$ cat config.mk
export PLATFORM = sky130hd
export DESIGN_NAME = dtree_feature_sequencer
export DESIGN_NICKNAME = d
export VERILOG_FILES = /design/src/rtl/dtree_pkg.sv /design/src/rtl/dtree_feature_sequencer.sv
export SDC_FILE = /design/constraint.sdc
export NUM_CORES = 1
export LEC_CHECK = 0
export ABC_AREA = 1
export CAP_MARGIN = 40
export CORE_MARGIN = 3
export CORE_UTILIZATION = 54
export CTS_CLUSTER_DIAMETER = 150
export DETAILED_ROUTE_END_ITERATION = 10
export PLACE_DENSITY_LB_ADDON = 0.2
export SETUP_SLACK_MARGIN = 0.15
export SLEW_MARGIN = 20
export SYNTH_ARGS = -nofsm -noshare
export SYNTH_HDL_FRONTEND = slang
export SYNTH_SLANG_ARGS = --single-unit
$ cat constraint.sdc
create_clock -name clk -period 4.03 [get_ports clk]
set_clock_uncertainty 0.2 [all_clocks]
set_input_delay 0.806 -clock clk [delete_from_list [all_inputs] [get_ports clk]]
set_output_delay 0.806 -clock clk [all_outputs]
set_load 0.02 [all_outputs]
$ cat src/rtl/dtree_pkg.sv
// Shared sizes, sequencer state encoding and width helper for the decision-tree
// feature loader.
package dtree_pkg;
   localparam int NUM_FEATURES = 5;
   localparam int FEAT_W       = 8;
   localparam int CLASS_W      = 1;

   typedef enum logic [1:0] {LOAD, SETTLE, RESULT} seq_state_t;

   // Width needed to index n items; never collapses to zero bits.
   function automatic int idx_w(input int n);
      return (n <= 1) ? 1 : $clog2(n);
   endfunction
endpackage

$ cat src/rtl/dtree_feature_sequencer.sv
// Assembles a byte stream into a frozen feature vector for the combinational
// tree, waits for the slow logic to settle, then offers the class on valid/ready.
module dtree_feature_sequencer
   import dtree_pkg::*;
#(
   parameter int SETTLE_CYCLES = 2
) (
   input  logic                           clk,
   input  logic                           rst,
   input  logic                           in_valid,
   output logic                           in_ready,
   input  logic [FEAT_W-1:0]              in_data,
   input  logic                           in_last,
   output logic [NUM_FEATURES*FEAT_W-1:0] feat_vec,
   input  logic [CLASS_W-1:0]             tree_out,
   output logic                           res_valid,
   input  logic                           res_ready,
   output logic [CLASS_W-1:0]             res_class,
   output logic                           frame_err
);
   localparam int IDX_W = idx_w(NUM_FEATURES);
   localparam int CNT_W = idx_w(SETTLE_CYCLES + 1);
   localparam logic [IDX_W-1:0] LAST_IDX  = IDX_W'(NUM_FEATURES - 1);
   localparam logic [CNT_W-1:0] CNT_START = CNT_W'(SETTLE_CYCLES - 1);

   seq_state_t       state, state_d;
   logic [IDX_W-1:0] idx, idx_d;
   logic [CNT_W-1:0] cnt, cnt_d;
   logic             wr_en, err_d, res_valid_d, cap;

   // Decoded from state alone so res_ready never reaches in_ready combinationally.
   assign in_ready = (state == LOAD);

   always_comb begin
      state_d     = state;
      idx_d       = idx;
      cnt_d       = cnt;
      wr_en       = 1'b0;
      err_d       = 1'b0;
      res_valid_d = res_valid;
      cap         = 1'b0;
      case (state)
         LOAD: begin
            if (in_valid) begin
               wr_en = 1'b1;
               if (idx == LAST_IDX) begin
                  idx_d = '0;
                  if (in_last) begin
                     state_d = SETTLE;
                     cnt_d   = CNT_START;
                  end else begin
                     err_d = 1'b1;
                  end
               end else if (in_last) begin
                  idx_d = '0;
                  err_d = 1'b1;
               end else begin
                  idx_d = idx + 1'b1;
               end
            end
         end
         SETTLE: begin
            if (cnt != '0) begin
               cnt_d = cnt - 1'b1;
            end else begin
               cap         = 1'b1;
               res_valid_d = 1'b1;
               state_d     = RESULT;
            end
         end
         RESULT: begin
            if (res_ready) begin
               res_valid_d = 1'b0;
               state_d     = LOAD;
            end
         end
         default: state_d = LOAD;
      endcase
   end

   always_ff @(posedge clk or posedge rst) begin
      if (rst) begin
         state     <= LOAD;
         idx       <= '0;
         cnt       <= '0;
         feat_vec  <= '0;
         res_valid <= 1'b0;
         res_class <= '0;
         frame_err <= 1'b0;
      end else begin
         state     <= state_d;
         idx       <= idx_d;
         cnt       <= cnt_d;
         res_valid <= res_valid_d;
         frame_err <= err_d;
         // Short frames leave stale bytes in place; only the written slot changes.
         if (wr_en) feat_vec[idx*FEAT_W +: FEAT_W] <= in_data;
         if (cap)   res_class <= tree_out;
      end
   end
endmodule

After elaboration in Yosys (flattened, before gate mapping)

Index checks and enable logic that the tools add are counted.

Register bits after elaboration: 50
Bits in latches: 0
RAM bits: 0
ROM bits: 0
Bits of input ports: 14
Output and inout port bits: 44
Memories: 0

$add $sub $neg: 3
Multiply operators: 0
Div/mod/pow operators: 0
Order comparisons: 0
Eq/ne operators: 9
Shift-type cells: 2
Muxes and demuxes: 23
Bitwise logic cells: 0
Reductions and logical operators: 8

Operators with widths:

| kind                                                   | number |
|---|---|
| bitwise mux 40 bit                                     | 1 |
| variable shift 8 x 34 -> 40 bit (first input constant) | 1 |
| indexed part select 8 x 34 -> 40 bit                   | 1 |
| negation 6 -> 34 bit                                   | 1 |
| 2-to-1 mux 2 bit                                       | 6 |
| 2-to-1 mux 1 bit                                       | 11 |
| AND reduction 5 bit                                    | 2 |
| != test 2 bit (second input constant)                  | 4 |
| 2-to-1 mux 3 bit                                       | 2 |
| case mux 2 bit (3 select lines)                        | 1 |
| nonzero test 2 bit                                     | 3 |
| != test 2 x 1 -> 1 bit (second input constant)         | 2 |
| case mux 2 bit (2 select lines)                        | 1 |
| adder 3 x 1 -> 3 bit (second input constant)           | 1 |
| equality test 3 bit (second input constant)            | 1 |
| AND reduction 3 bit                                    | 1 |
| equality test 2 x 1 -> 1 bit (second input constant)   | 1 |
| equality test 2 bit (second input constant)            | 1 |
| logical NOT 2 bit                                      | 1 |
| case mux 1 bit (2 select lines)                        | 1 |
| AND reduction 2 bit                                    | 1 |
| subtractor 2 x 1 -> 2 bit (second input constant)      | 1 |

Depth between registers and ports, before layout

Depth after elaboration: 4
Mapped depth: 10
Mapped depth without buffers: 10

Least setup slack after synthesis

No wires, ideal clock.

Path kind: register to register
From: register idx[0]
To: register feat_vec[0]
Data arrival time: 1855 ps
Data required time: 3713 ps
Slack: 1858 ps
Stages on the path, launching flop included: 11
Cell sequence: dfrtp_1 inv_1 ha_1 ha_1 buf_4 inv_1 nand3_1 nor2_4 nand2_2 nand2_1 nand2_1

Longest elaborated chain between the ends: 3
Elaborated cells on any way between the ends: 4
Classes of those cells: add/sub (1); shift (2); mux (1)

RTL lines:

| item                                                                                    | RTL line                      | source |
|---|---|---|
| start: declaration                                                                      | dtree_feature_sequencer.sv:27 | `logic [IDX_W-1:0] idx, idx_d;` |
| start signal: assignment                                                                | dtree_feature_sequencer.sv:92 | `idx <= idx_d;` |
| negation 6 -> 34 bit *                                                                  | dtree_feature_sequencer.sv:97 | `if (wr_en) feat_vec[idx*FEAT_W +: FEAT_W] <= in_data;` |
| indexed part select 8 x 34 -> 40 bit or variable shift 8 x 34 -> 40 bit (tied branches) | dtree_feature_sequencer.sv:97 |  |
| bitwise mux 40 bit *                                                                    | dtree_feature_sequencer.sv:97 |  |
| end signal: indexed assignment                                                          | dtree_feature_sequencer.sv:97 |  |
| end: declaration                                                                        | dtree_feature_sequencer.sv:14 | `output logic [NUM_FEATURES*FEAT_W-1:0] feat_vec,` |

Mark *: on every way between the ends. The rest lies on a longest branch, timed or not.
A chain may end at the register's enable or synchronous reset.

Worst setup path after layout

From: register idx[0]
To: register feat_vec[35]

The elaborated chain is that of the path after synthesis.

==> metrics.csv <==
stage,metric,value,unit
clock_network,cts_resized,0,
flow_run,cap_viol_max_count,0,
place,routabilityCongestion,0.843,
grt,grt_pass1_vias,2056,
clock_network,clk_pin_slew,90,ps
worst_setup_path,crit_path_end_kind,flip-flop,
worst_setup_path,slowest_delay,540,ps
sta,slew-limit-headroom,72.1,%
cells_and_area,diodes,0,
worst_setup_path,path_delay_family,adder cells,
clock_network,cts_setup_buffers,0,
worst_setup_path,path_common_cell,inv_1,
sta,setup_viol,0,
drt,first_pass_iters,4,
power,ir_drop,0.341,mV
drt,wire_per_inst,13.2,µm
drt,route.met2.wl,2.66,mm
grt,grt_max_degree,34,
clock_network,cts_htree_levels,2,
cells_and_area,drive_gt1_share,9.89,%
worst_hold_path,hold_path_class,flip-flop to flip-flop,
sta,finalHoldViolCount,0,
sta,tightest_slew,417,ps
drt,postRouteAntennaNets,0,
worst_hold_path,holdPathStages,2,
drt,drc_errors,0,
clock_network,holdBufCountCts,0,
clock_network,clock-root-buffer,clkbuf_8,
cells_and_area,final_util,72.8,%
logic_synthesis,postSynthAreaPerCell,8.24,µm²
sta,timing.final.crit_share,63.2,%
cells_and_area,layout.cells.most_common,nand2_1,
cells_and_area,layout_common_cells,"nand2_1, clkdlybuf4s50_1, dfrtp_1",
sta,rsz0062_at_grt,no,
worst_setup_path,worst_r2r_path_depth,9,
sta,setup_tns,0,ps
drt,vias_per_cell,5.19,
drt,num_vias,2161,
logic_synthesis,synth_compound_area_share,5.31,%
worst_setup_path,critical_path_arrival,2590,ps
clock_network,numClockSinks,50,
drt,topRoutingLayerUsed,met4,
floorplanning,io_pins,58,
logic_synthesis,synthDistinctLibCells,22,
grt,grt_usage,22.1,%
logic_synthesis,syn_nets,326,
floorplanning,die-width,74.0,µm
logic_synthesis,netlist_area,0.00250,mm²
drt,wl,5.50,mm
power,power_density,591,mW/mm²
cells_and_area,nets,386,
floorplanning,core_area,0.00441,mm²
logic_synthesis,seq_area_frac_synth,50.1,%
drt,wl_met3,275,µm
floorplanning,die_area,0.00548,mm²
power,power_leakage,1.57,nW
run_status,status,completed,
logic_synthesis,synth_top_family_by_area,simple AND/OR/NAND/NOR gates,
worst_setup_path,worst_setup_path_start_kind,flip-flop,
worst_setup_path,path_cells,inv_1 -> ha_1 -> ha_1 -> inv_1 -> nor2_2 -> inv_1 -> nor2_1 -> nand3_1 -> nand2_1,
place,dp_hpwl,4.18,mm
logic_synthesis,syn_inst,303,
logic_synthesis,synthMuxAreaShare,0,%
worst_setup_path,crit_fanout,10,
sta,finalCriticalPeriod,2550,ps
grt,antenna_found_initial,0,
floorplanning,initial_core_util,56.6,%
logic_synthesis,synth_fa_ha_area_share,4.51,%
clock_network,cts_tree,done,
clock_network,clk_latency,300,ps
logic_synthesis,yosysWarnings,0,
place,port_buffers,57,
cells_and_area,n_fill_cell,340,
logic_synthesis,synth-xor-area-share,0,%
floorplanning,fp.dieH,74.0,µm
worst_setup_path,path_class,flip-flop to flip-flop,
clock_network,cts-buffers-inserted,5,
cells_and_area,syn2layout_area_growth,28.8,%
drt,met1_length,2.45,mm
grt,grt_pass1_wl,9.38,mm
clock_network,ctsLongestPathBuffers,2,
logic_synthesis,ys_seq_elements,50,
worst_setup_path,crit_buf_inv,3,
logic_synthesis,synth_simple_gate_area_share,34.2,%
grt,grt_overflow,0,
worst_setup_path,worstPathRequired,4070,ps
worst_setup_path,critical-path-slowest-cell,dfrtp_1,
drt,drt_iter0_markers,149,
sta,slew_viol_final,0,
sta,clock.fmax,392,MHz
floorplanning,rows,24,
worst_setup_path,path_depth,9,
==> report_power, final <==
group | internal [mW] | switching (mW)
combinational | 0.316 | 0.564
clock | 0.183 | 0.161
sequential | 0.606 | 0.0717
==> registers in the layout (all words and copies together) (netlist names) <==
register and cells:
cnt 2, feat_vec 40, frame_err 1, idx 3, res_class 1, res_valid 1
state 2
==> metrics by stage <==
| stage | power [mW] | area (µm²) | hold slack [ps] | setup slack [ps] | instances |
|---|---|---|---|---|---|
| detailed placement | 1.56 | 3110 | 261 | 1520 | 408 |
| CTS | 1.91 | 3220 | 282 | 1480 | 416 |
| global placement | 1.54 | 3090 | 253 | 1650 | 407 |
| floorplan | 1.26 | 2500 | 278 | 1820 | 303 |
| global route | 2.04 | 3220 | 305 | 1190 | 416 |
| finish | 1.90 | 3220 | 275 | 1480 | 416 |
==> synthesized netlist by cell type <==
| cell | count | area, µm² |
|---|---|---|
| nor2_1 | 30 | 113 |
| nand2_1 | 118 | 443 |
| inv_2 | 2 | 7.51 |
| ha_1 | 9 | 113 |
| buf_8 | 1 | 15.0 |
| nand3_4 | 2 | 35.0 |
| nor2_4 | 4 | 45.0 |
| inv_4 | 1 | 6.26 |
| nand4_1 | 2 | 12.5 |
| buf_2 | 1 | 5.00 |
| o21ai_2 | 8 | 70.1 |
| nor2_2 | 2 | 12.5 |
| buf_4 | 2 | 15.0 |
| o21ai_0 | 11 | 55.1 |
| buf_6 | 1 | 11.3 |
| nand3_1 | 28 | 140 |
| inv_1 | 23 | 86.3 |
| dfrtp_1 | 50 | 1250 |
| o31ai_1 | 1 | 7.51 |
| nand2_4 | 2 | 22.5 |
| or2_2 | 1 | 6.26 |
| nand2_2 | 4 | 25.0 |
==> worst min-delay path, cell delays in order (launching register included) <==
cell and delay [ps]:
dfrtp_1 350, nand2_1 50, nand2_1 50
==> metal layers <==
metal	vias up	global-route usage, %
li1	1068	-
met1	1021	30.7
met2	59	34.5
met3	13	5.00
met4	0	7.04
met5	-	0
==> worst paths after layout <==
path,from,to,slack [ps]
worst min-delay path,res_class,res_class,280
worst min register to register,res_class,res_class,280
worst max register to register,idx[0],feat_vec[35],1480
worst max-delay path,idx[0],feat_vec[35],1480
min in group asynchronous,rst,res_valid,600
max in group asynchronous,rst,idx[0],2540
==> logic make-up after synthesis <==
logic type / count (synthesis)
flip-flops: 50
AND/OR/NAND/NOR: 193
adder cells (fa/ha/maj): 9
buffers and inverters: 31
AO/OA/AOI/OAI: 20
==> final cells by class <==
cell class              count  area [µm²]  share of cell area, %
repair buffers             58         591                   18.4
multi-input cells         222        1100                   34.2
clock inverters             3        40.0                   1.25
clock buffers               5        68.8                   2.14
well taps                  52        65.1                   2.02
inverters                  26         100                   3.11
flip-flops and latches     50        1250                   38.9
Note: power is estimated with default switching activity, not from simulation.
